<file path="config.mk">
export PLATFORM = sky130hd
export DESIGN_NAME = cnn_frame_sequencer
export DESIGN_NICKNAME = d
export VERILOG_FILES = /design/src/rtl/cnn_frame_sequencer.sv
export SDC_FILE = /design/constraint.sdc
export NUM_CORES = 1
export LEC_CHECK = 0
export CAP_MARGIN = 10
export CORE_MARGIN = 5
export CORE_UTILIZATION = 30
export DETAILED_ROUTE_END_ITERATION = 6
export PLACE_DENSITY = 0.6
export SLEW_MARGIN = 20
export SYNTH_ARGS = -nofsm -noshare
export SYNTH_HDL_FRONTEND = slang
export SYNTH_SLANG_ARGS = --single-unit
</file>
<file path="constraint.sdc">
create_clock -name clk -period 3 [get_ports clk]
set_input_delay 0.45 -clock clk [delete_from_list [all_inputs] [get_ports clk]]
set_output_delay 0.45 -clock clk [all_outputs]
set_load 0.01 [all_outputs]
</file>
<file path="src/rtl/cnn_frame_sequencer.sv">
// cnn_frame_sequencer
//   Frame-level controller for a single-channel conv/BN/leaky-ReLU/maxpool
//   streaming pipeline. A start request in IDLE releases the pipeline reset,
//   reads one IMG_W x IMG_H frame in raster order from a synchronous-read
//   pixel memory, and streams it into the pipeline. Pooled results are
//   forwarded with a 0-based sequence index. Frame end comes when EXP_OUT
//   results have been counted or the drain timer expires.
//
// Ports
//   clk, rst             clock, asynchronous active-high reset
//   start                frame request (only honoured in IDLE)
//   hold                 suppresses memory reads while feeding
//   busy, done           frame in progress / one-cycle end-of-frame pulse
//   timeout_err, ovf_err sticky error flags, cleared by an accepted start
//   mem_rd_en, mem_addr  memory read strobe and pixel address
//   mem_rd_data          memory data, valid the cycle after mem_rd_en
//   cnn_rst              registered pipeline reset (high between frames)
//   cnn_in_valid         pixel valid to pipeline, cnn_pixel pixel to pipeline
//   cnn_out_valid/_data  pooled result from pipeline
//   res_valid/_data/_index forwarded result and its sequence number
//   dbg_state_o          current FSM state (IDLE=0, FEED=1, DRAIN=2, DONE=3)
//
// Handshake: all valid signals are single-cycle qualifiers with no back
// pressure; a result is taken in any cycle its valid is high.
module cnn_frame_sequencer #(
    parameter int DATA_W  = 8,
    parameter int IMG_W   = 8,
    parameter int IMG_H   = 8,
    parameter int ADDR_W  = 6,
    parameter int EXP_OUT = 9,
    parameter int OUT_W   = 4,
    parameter int TIMEOUT = 64
) (
    input  logic              clk,
    input  logic              rst,
    input  logic              start,
    input  logic              hold,
    output logic              busy,
    output logic              done,
    output logic              timeout_err,
    output logic              ovf_err,
    output logic              mem_rd_en,
    output logic [ADDR_W-1:0] mem_addr,
    input  logic [DATA_W-1:0] mem_rd_data,
    output logic              cnn_rst,
    output logic              cnn_in_valid,
    output logic [DATA_W-1:0] cnn_pixel,
    input  logic              cnn_out_valid,
    input  logic [DATA_W-1:0] cnn_out_data,
    output logic              res_valid,
    output logic [DATA_W-1:0] res_data,
    output logic [OUT_W-1:0]  res_index,
    output logic [1:0]        dbg_state_o
);

    typedef enum logic [1:0] {
        S_IDLE  = 2'd0,
        S_FEED  = 2'd1,
        S_DRAIN = 2'd2,
        S_DONE  = 2'd3
    } state_t;

    localparam int TMR_W = 17;
    localparam int NPIX  = IMG_W * IMG_H;
    localparam logic [ADDR_W-1:0] LAST_PIX = ADDR_W'(NPIX - 1);
    localparam logic [OUT_W-1:0]  EXP_CNT  = OUT_W'(EXP_OUT);
    localparam logic [TMR_W-1:0]  TMR_LAST = TMR_W'(TIMEOUT - 1);

    state_t              state_q, state_d;
    logic [ADDR_W-1:0]   pix_cnt_q;
    logic [OUT_W-1:0]    out_cnt_q;
    logic [TMR_W-1:0]    timer_q;
    logic                timeout_err_q, ovf_err_q;
    logic                cnn_rst_q, cnn_in_valid_q;
    logic                res_valid_q;
    logic [DATA_W-1:0]   res_data_q;
    logic [OUT_W-1:0]    res_index_q;
    logic                start_acc;

    // State register
    always_ff @(posedge clk or posedge rst) begin
        if (rst) state_q <= S_IDLE;
        else     state_q <= state_d;
    end

    // Next-state logic
    always_comb begin
        state_d = state_q;
        case (state_q)
            S_IDLE:  if (start) state_d = S_FEED;
            S_FEED:  if (!hold && pix_cnt_q == LAST_PIX) state_d = S_DRAIN;
            // A full result count takes priority over a simultaneous timeout.
            S_DRAIN: if (out_cnt_q == EXP_CNT || timer_q == TMR_LAST) state_d = S_DONE;
            S_DONE:  state_d = S_IDLE;
            default: state_d = S_IDLE;
        endcase
    end

    // Output logic
    always_comb begin
        busy        = (state_q == S_FEED) || (state_q == S_DRAIN);
        done        = (state_q == S_DONE);
        mem_rd_en   = (state_q == S_FEED) && !hold;
        dbg_state_o = state_q;
    end

    assign start_acc = (state_q == S_IDLE) && start;

    // Datapath: counters, flags, pipeline feed and result forwarding
    always_ff @(posedge clk or posedge rst) begin
        if (rst) begin
            pix_cnt_q      <= '0;
            out_cnt_q      <= '0;
            timer_q        <= '0;
            timeout_err_q  <= 1'b0;
            ovf_err_q      <= 1'b0;
            cnn_rst_q      <= 1'b1;
            cnn_in_valid_q <= 1'b0;
            res_valid_q    <= 1'b0;
            res_data_q     <= '0;
            res_index_q    <= '0;
        end else begin
            // Pipeline reset tracks the state being entered so it releases
            // together with the FEED entry and reasserts with DONE.
            cnn_rst_q      <= (state_d == S_IDLE) || (state_d == S_DONE);
            cnn_in_valid_q <= mem_rd_en;
            res_valid_q    <= 1'b0;

            if (start_acc) begin
                pix_cnt_q     <= '0;
                out_cnt_q     <= '0;
                timer_q       <= '0;
                timeout_err_q <= 1'b0;
                ovf_err_q     <= 1'b0;
            end

            // The last read leaves the address parked at the final pixel.
            if (mem_rd_en && pix_cnt_q != LAST_PIX)
                pix_cnt_q <= pix_cnt_q + 1'b1;

            if (state_q == S_DRAIN) begin
                timer_q <= timer_q + 1'b1;
                if (timer_q == TMR_LAST && out_cnt_q != EXP_CNT)
                    timeout_err_q <= 1'b1;
            end

            if (busy && cnn_out_valid) begin
                if (out_cnt_q != EXP_CNT) begin
                    res_valid_q <= 1'b1;
                    res_data_q  <= cnn_out_data;
                    res_index_q <= out_cnt_q;
                    out_cnt_q   <= out_cnt_q + 1'b1;
                end else begin
                    ovf_err_q <= 1'b1;
                end
            end
        end
    end

    assign mem_addr     = pix_cnt_q;
    assign timeout_err  = timeout_err_q;
    assign ovf_err      = ovf_err_q;
    assign cnn_rst      = cnn_rst_q;
    assign cnn_in_valid = cnn_in_valid_q;
    assign cnn_pixel    = mem_rd_data;
    assign res_valid    = res_valid_q;
    assign res_data     = res_data_q;
    assign res_index    = res_index_q;

endmodule

</file>
-- Word-level counts from Yosys, hierarchy flattened
Index checks and enable logic that the tools add are counted.
- register bits: 46
- input port bits: 21
- output and inout port bits: 36
- word-level logic and storage cells: 57
- add/sub/neg operators: 3
- equality and inequality tests: 9
- multiplexer cells: 19
- reductions and logical operators: 15
- operator list (cell ; number):
    17-bit 2-to-1 mux ; 2
    17-bit by 1-bit adder with 17-bit output, second input constant ; 1
    17-bit by 6-bit == test with 1-bit output, second input constant ; 1
    4-bit 2-to-1 mux ; 3
    6-bit 2-to-1 mux ; 2
    1-bit 2-to-1 mux ; 8
    2-bit case mux with 4 select lines ; 1
    6-bit by 1-bit adder with 6-bit output, second input constant ; 1
    2-bit == test, second input constant ; 3
    6-bit == test, second input constant ; 1
    1-bit logical AND ; 6
    2-bit 2-to-1 mux ; 3
    6-bit != test, second input constant ; 1
    4-bit by 1-bit adder with 4-bit output, second input constant ; 1
    4-bit == test, second input constant ; 1
    2-bit logical NOT ; 2
    4-bit != test, second input constant ; 1
    2-bit nonzero test ; 2
    1-bit logical OR ; 3
    2-bit by 1-bit == test with 1-bit output, second input constant ; 1
    2-bit AND reduction ; 1
    1-bit logical NOT ; 1

-- Depth between registers and ports, before layout
- depth after elaboration: 6
- mapped depth: 9
- gate-level depth less buffers: 8

-- Worst setup path after synthesis
Ideal clock, no wire load.
- kind: register -> register
- start point: reg state_q[0], in the netlist dbg_state_o[0]
- end point: reg timer_q[7]
- library setup time: 0.119 ns
- arrival time: 1.596 ns
- required time: 2.881 ns
- setup slack: 1.285 ns
- cell stages (with the launch flop): 8
- path buffers: 1
- period minus slack after synthesis: 1.715 ns
- path through: dfrtp_1 > inv_1 > ha_1 > nand2_1 > or3_1 > buf_2 > xnor2_1 > and2_1
- word-level cells in the longest chain between the ends: 3
- elaborated cells between the ends (all ways): 5
- those cells by class: eq/ne (1); mux (1); reduce/logical (3)
- ends and longest elaborated chain (element ; line ; text):
    from (decl) ; 69 ; state_t state_q, state_d;
    from (signal assigned) ; 83 ; else state_q <= state_d;
    2-bit logical NOT ; 107 ; assign start_acc = (state_q == S_IDLE) && start;
    1-bit logical AND ; 107 ;
    2-bit nonzero test (no source line) ; - ;
    to (signal assigned) ; 142 ; timer_q <= timer_q + 1'b1;
    to (decl) ; 72 ; logic [TMR_W-1:0] timer_q;
Parallel ways exist; a longest one is shown, timed or not.
A chain may end at the register's enable or synchronous reset.

-- Worst setup path in the final report
- start point: reg state_q[1], in the netlist dbg_state_o[1]
- end point: out mem_rd_en
- word-level cells in the longest chain between the ends: 2
- ends and longest elaborated chain (element ; line ; text):
    2-bit by 1-bit == test with 1-bit output ; 103 ; mem_rd_en = (state_q == S_FEED) && !hold;
    1-bit logical AND ; 103 ;
    to (decl) ; 42 ; output logic mem_rd_en,
Every way passes these cells.

==> impl_metrics.csv <==
group,metric,value,unit
placed_design,gp_congestion,0.837,
drt,antenna_left,0,
clock_network,ctsHoldBuffers,0,
worst_setup_path,cp_max_fo,8,
timing,slew_headroom,47.1,%
cells_and_area,instances_no_fill,373,
grt,grt_pass1_wl,8340,um
grt,grt_usage,10.5,%
drt,routedWlPerCell,12.6,um
floorplanning,die_w,97.2,um
timing,min_period,2.40,ns
synthesis,syn_nets,270,
synthesis,synthTopCellsByCount,"nand2_1, dfrtp_1, nand3_1",
worst_setup_path,worstPathRequired,2.55,ns
synthesis,synth-edff-count,0,
clock_network,numCtsBuffers,5,
grt,grt_pass1_vias,1789,
clock_network,htreeDepth,2,
synthesis,synth_area_leaders,"dfrtp_1, nand2_1, ha_1",
timing,finalHoldViolCount,0,
synthesis,async_flop_share,100,%
status,status,"finished clean",
drt,vias,1791,
cells_and_area,diodes,0,
run,cap_violations,0,
drt,vias_per_cell,4.80,
min_path,hp-start,"timer_q[16]$_DFFE_PP0P_",
synthesis,synth_flop_cell,"dfrtp_1",
placed_design,post-place-cells,365,
timing,setup_tns,0,ns
timing,whs,0.480,ns
timing,clock_skew,0.0107,ns
grt,grt_max_degree,47,
pwr,power.density,766,mW/mm^2
floorplanning,rows,31,
timing,final.setup.worst_slack,0.601,ns
worst_setup_path,crit_path_end_kind,"output pin",
synthesis,synth_seq_area_share,50.5,%
worst_setup_path,rr_startpoint,"dbg_state_o[0]$_DFF_PP0_",
drt,first_pass_iters,5,
timing,fin_crit_sh,80.0,%
pwr,leakagePower,1.25,nW
cells_and_area,syn_to_final_growth,25.5,%
worst_setup_path,worstRegToRegCells,6,
synthesis,synth-seq-cells,46,
timing,rsz0062_at_grt,"no",
synthesis,netlist_area,0.00228,mm^2
timing,slew_viol_final,0,
clock_network,cts_tree,"yes",
synthesis,synth_top_area_share,49.3,%
drt,drc_errors,0,
worst_setup_path,start_kind,"register",
synthesis,synthCells,240,
cells_and_area,post-route-util,39.1,%
clock_network,cts_resized,0,
pwr,vdd_drop_max,293,uV
synthesis,synth_most_common_cell,"nand2_1",
drt,drtIter0Drc,103,
timing,final-setup-viol-count,0,
placed_design,dp_hpwl,3390,um
clock_network,clock_latency,0.31,ns
grt,grt.overflow.total,0,
clock_network,cts_buffer_depth,2,
synthesis,syn_area_per_cell,9.51,um^2
synthesis,ys_types,45,
timing,worst_pin_slew,0.792,ns
clock_network,clk_pin_slew,0.09,ns
placed_design,pre_cts_slack,0.691,ns
worst_setup_path,cp.arrival,1.95,ns
cells_and_area,drive_above_1_share,8.39,%
grt,antenna_found_initial,0,
clock_network,cts_setup_buffers,0,
worst_setup_path,r2r-end,"timer_q[7]$_DFFE_PP0P_",
placed_design,numPortBuffers,40,
floorplanning,io_pins,57,
clock_network,root_buffer,"clkbuf_8",
drt,wl,4700,um
worst_setup_path,crit_end,"mem_rd_en",
synthesis,synth_top_area_cell,"dfrtp_1",
clock_network,cts_sinks,46,
synthesis,ys_warn_count,0,
worst_setup_path,worstSetupStartpoint,"dbg_state_o[1]$_DFF_PP0_",
floorplanning,die_h,97.2,um
worst_setup_path,path_class,"reg -> out",
timing,max_freq,417,MHz
min_path,hold_class,"reg -> reg",
worst_setup_path,r2r_slack,0.89,ns
floorplanning,die-area,0.00945,mm^2
floorplanning,core_area,0.00733,mm^2
cells_and_area,nNetsFinal,303,
floorplanning,start_util,31.1,%
## per-layer routing
layer	GRT usage [%]	up-vias	share of wire [%]
li1	-	893	-
met2	17.0	30	46
met5	0	-	0
met4	5.54	0	2.1
met1	13.4	860	48
met3	1.87	8	3.6
## layout by cell type, fill, tap and decap left out, drive strengths merged, types with 2 or more instances in the layout
cell type      count
o211ai             3
nand3             17
ha                 9
nand2b             2
dfrtp             45
clkbuf             5
nand3b             2
and4               2
a21oi              9
mux2i              4
nand4              5
nor3               3
o31ai              4
nand2             58
nor2               8
o21ai             22
bufinv             2
clkdlybuf4s50     40
clkinv             2
mux2               2
and2               2
xnor2              2
or4                2
inv                7
## final cells by class
type                       instances  area [um^2]
sequential                        46         1150
multi-input combinational        171         1010
inverter                           8         31.3
tap                               99          124
timing repair buffer              41          408
fill                             730         4470
clock inverter                     3         68.8
clock buffer                       5         68.8
## sequential cells by signal, indices dropped and copies added (netlist names)
signal / flops
res_valid: 1
mem_addr: 6
timer_q: 17
out_cnt_q: 4
ovf_err: 1
cnn_in_valid: 1
timeout_err: 1
res_data: 8
res_index: 4
dbg_state_o: 2
cnn_rst: 1
## how the worst min path moves through the flow
stage / to / cells past startpoint
final: timer_q[16]$_DFFE_PP0P_ / 1
after global routing: res_data[0]$_DFFE_PP0P_ / 2
after CTS: timer_q[16]$_DFFE_PP0P_ / 1
after detailed placement: res_data[4]$_DFFE_PP0P_ / 2
after global placement: res_data[1]$_DFFE_PP0P_ / 2
after floorplan: timer_q[16]$_DFFE_PP0P_ / 1
## where the power goes
part	internal [mW]	leakage, nW	total, mW	switching (mW)
Combinational	0.394	0.575	0.758	0.364
Sequential	0.766	0.610	0.879	0.113
Clock	0.334	0.0683	0.557	0.223
Total	1.49	1.25	2.19	0.700
## cells by family after synthesis
logic type               after synthesis  share of synthesized area [%]
flip-flops                            46                           50.5
AND/OR/NAND/NOR                      107                           22.8
XOR/XNOR                               2                          0.768
adder cells (fa/ha/maj)                9                           4.93
AO/OA/AOI/OAI                         47                           13.0
buffers and inverters                 23                           5.21
multiplexers                           6                           2.74
## worst max-delay path, stage by stage, from the launching register on
cell and delay (ns):
dfrtp_1 0.45, inv_1 0.13, ha_1 0.18, nand2b_1 0.19, inv_1 0.15, clkdlybuf4s50_1 0.54
## metrics by stage
stage	power (mW)	instance area (um^2)
3_5_place_dp	1.66	2730
4_1_cts	2.23	2860
6_report	2.19	2860
2_1_floorplan	1.29	2280
5_1_grt	2.35	2860
3_3_place_gp	1.65	2730
No activity file was read; power rests on OpenSTA's default activity.
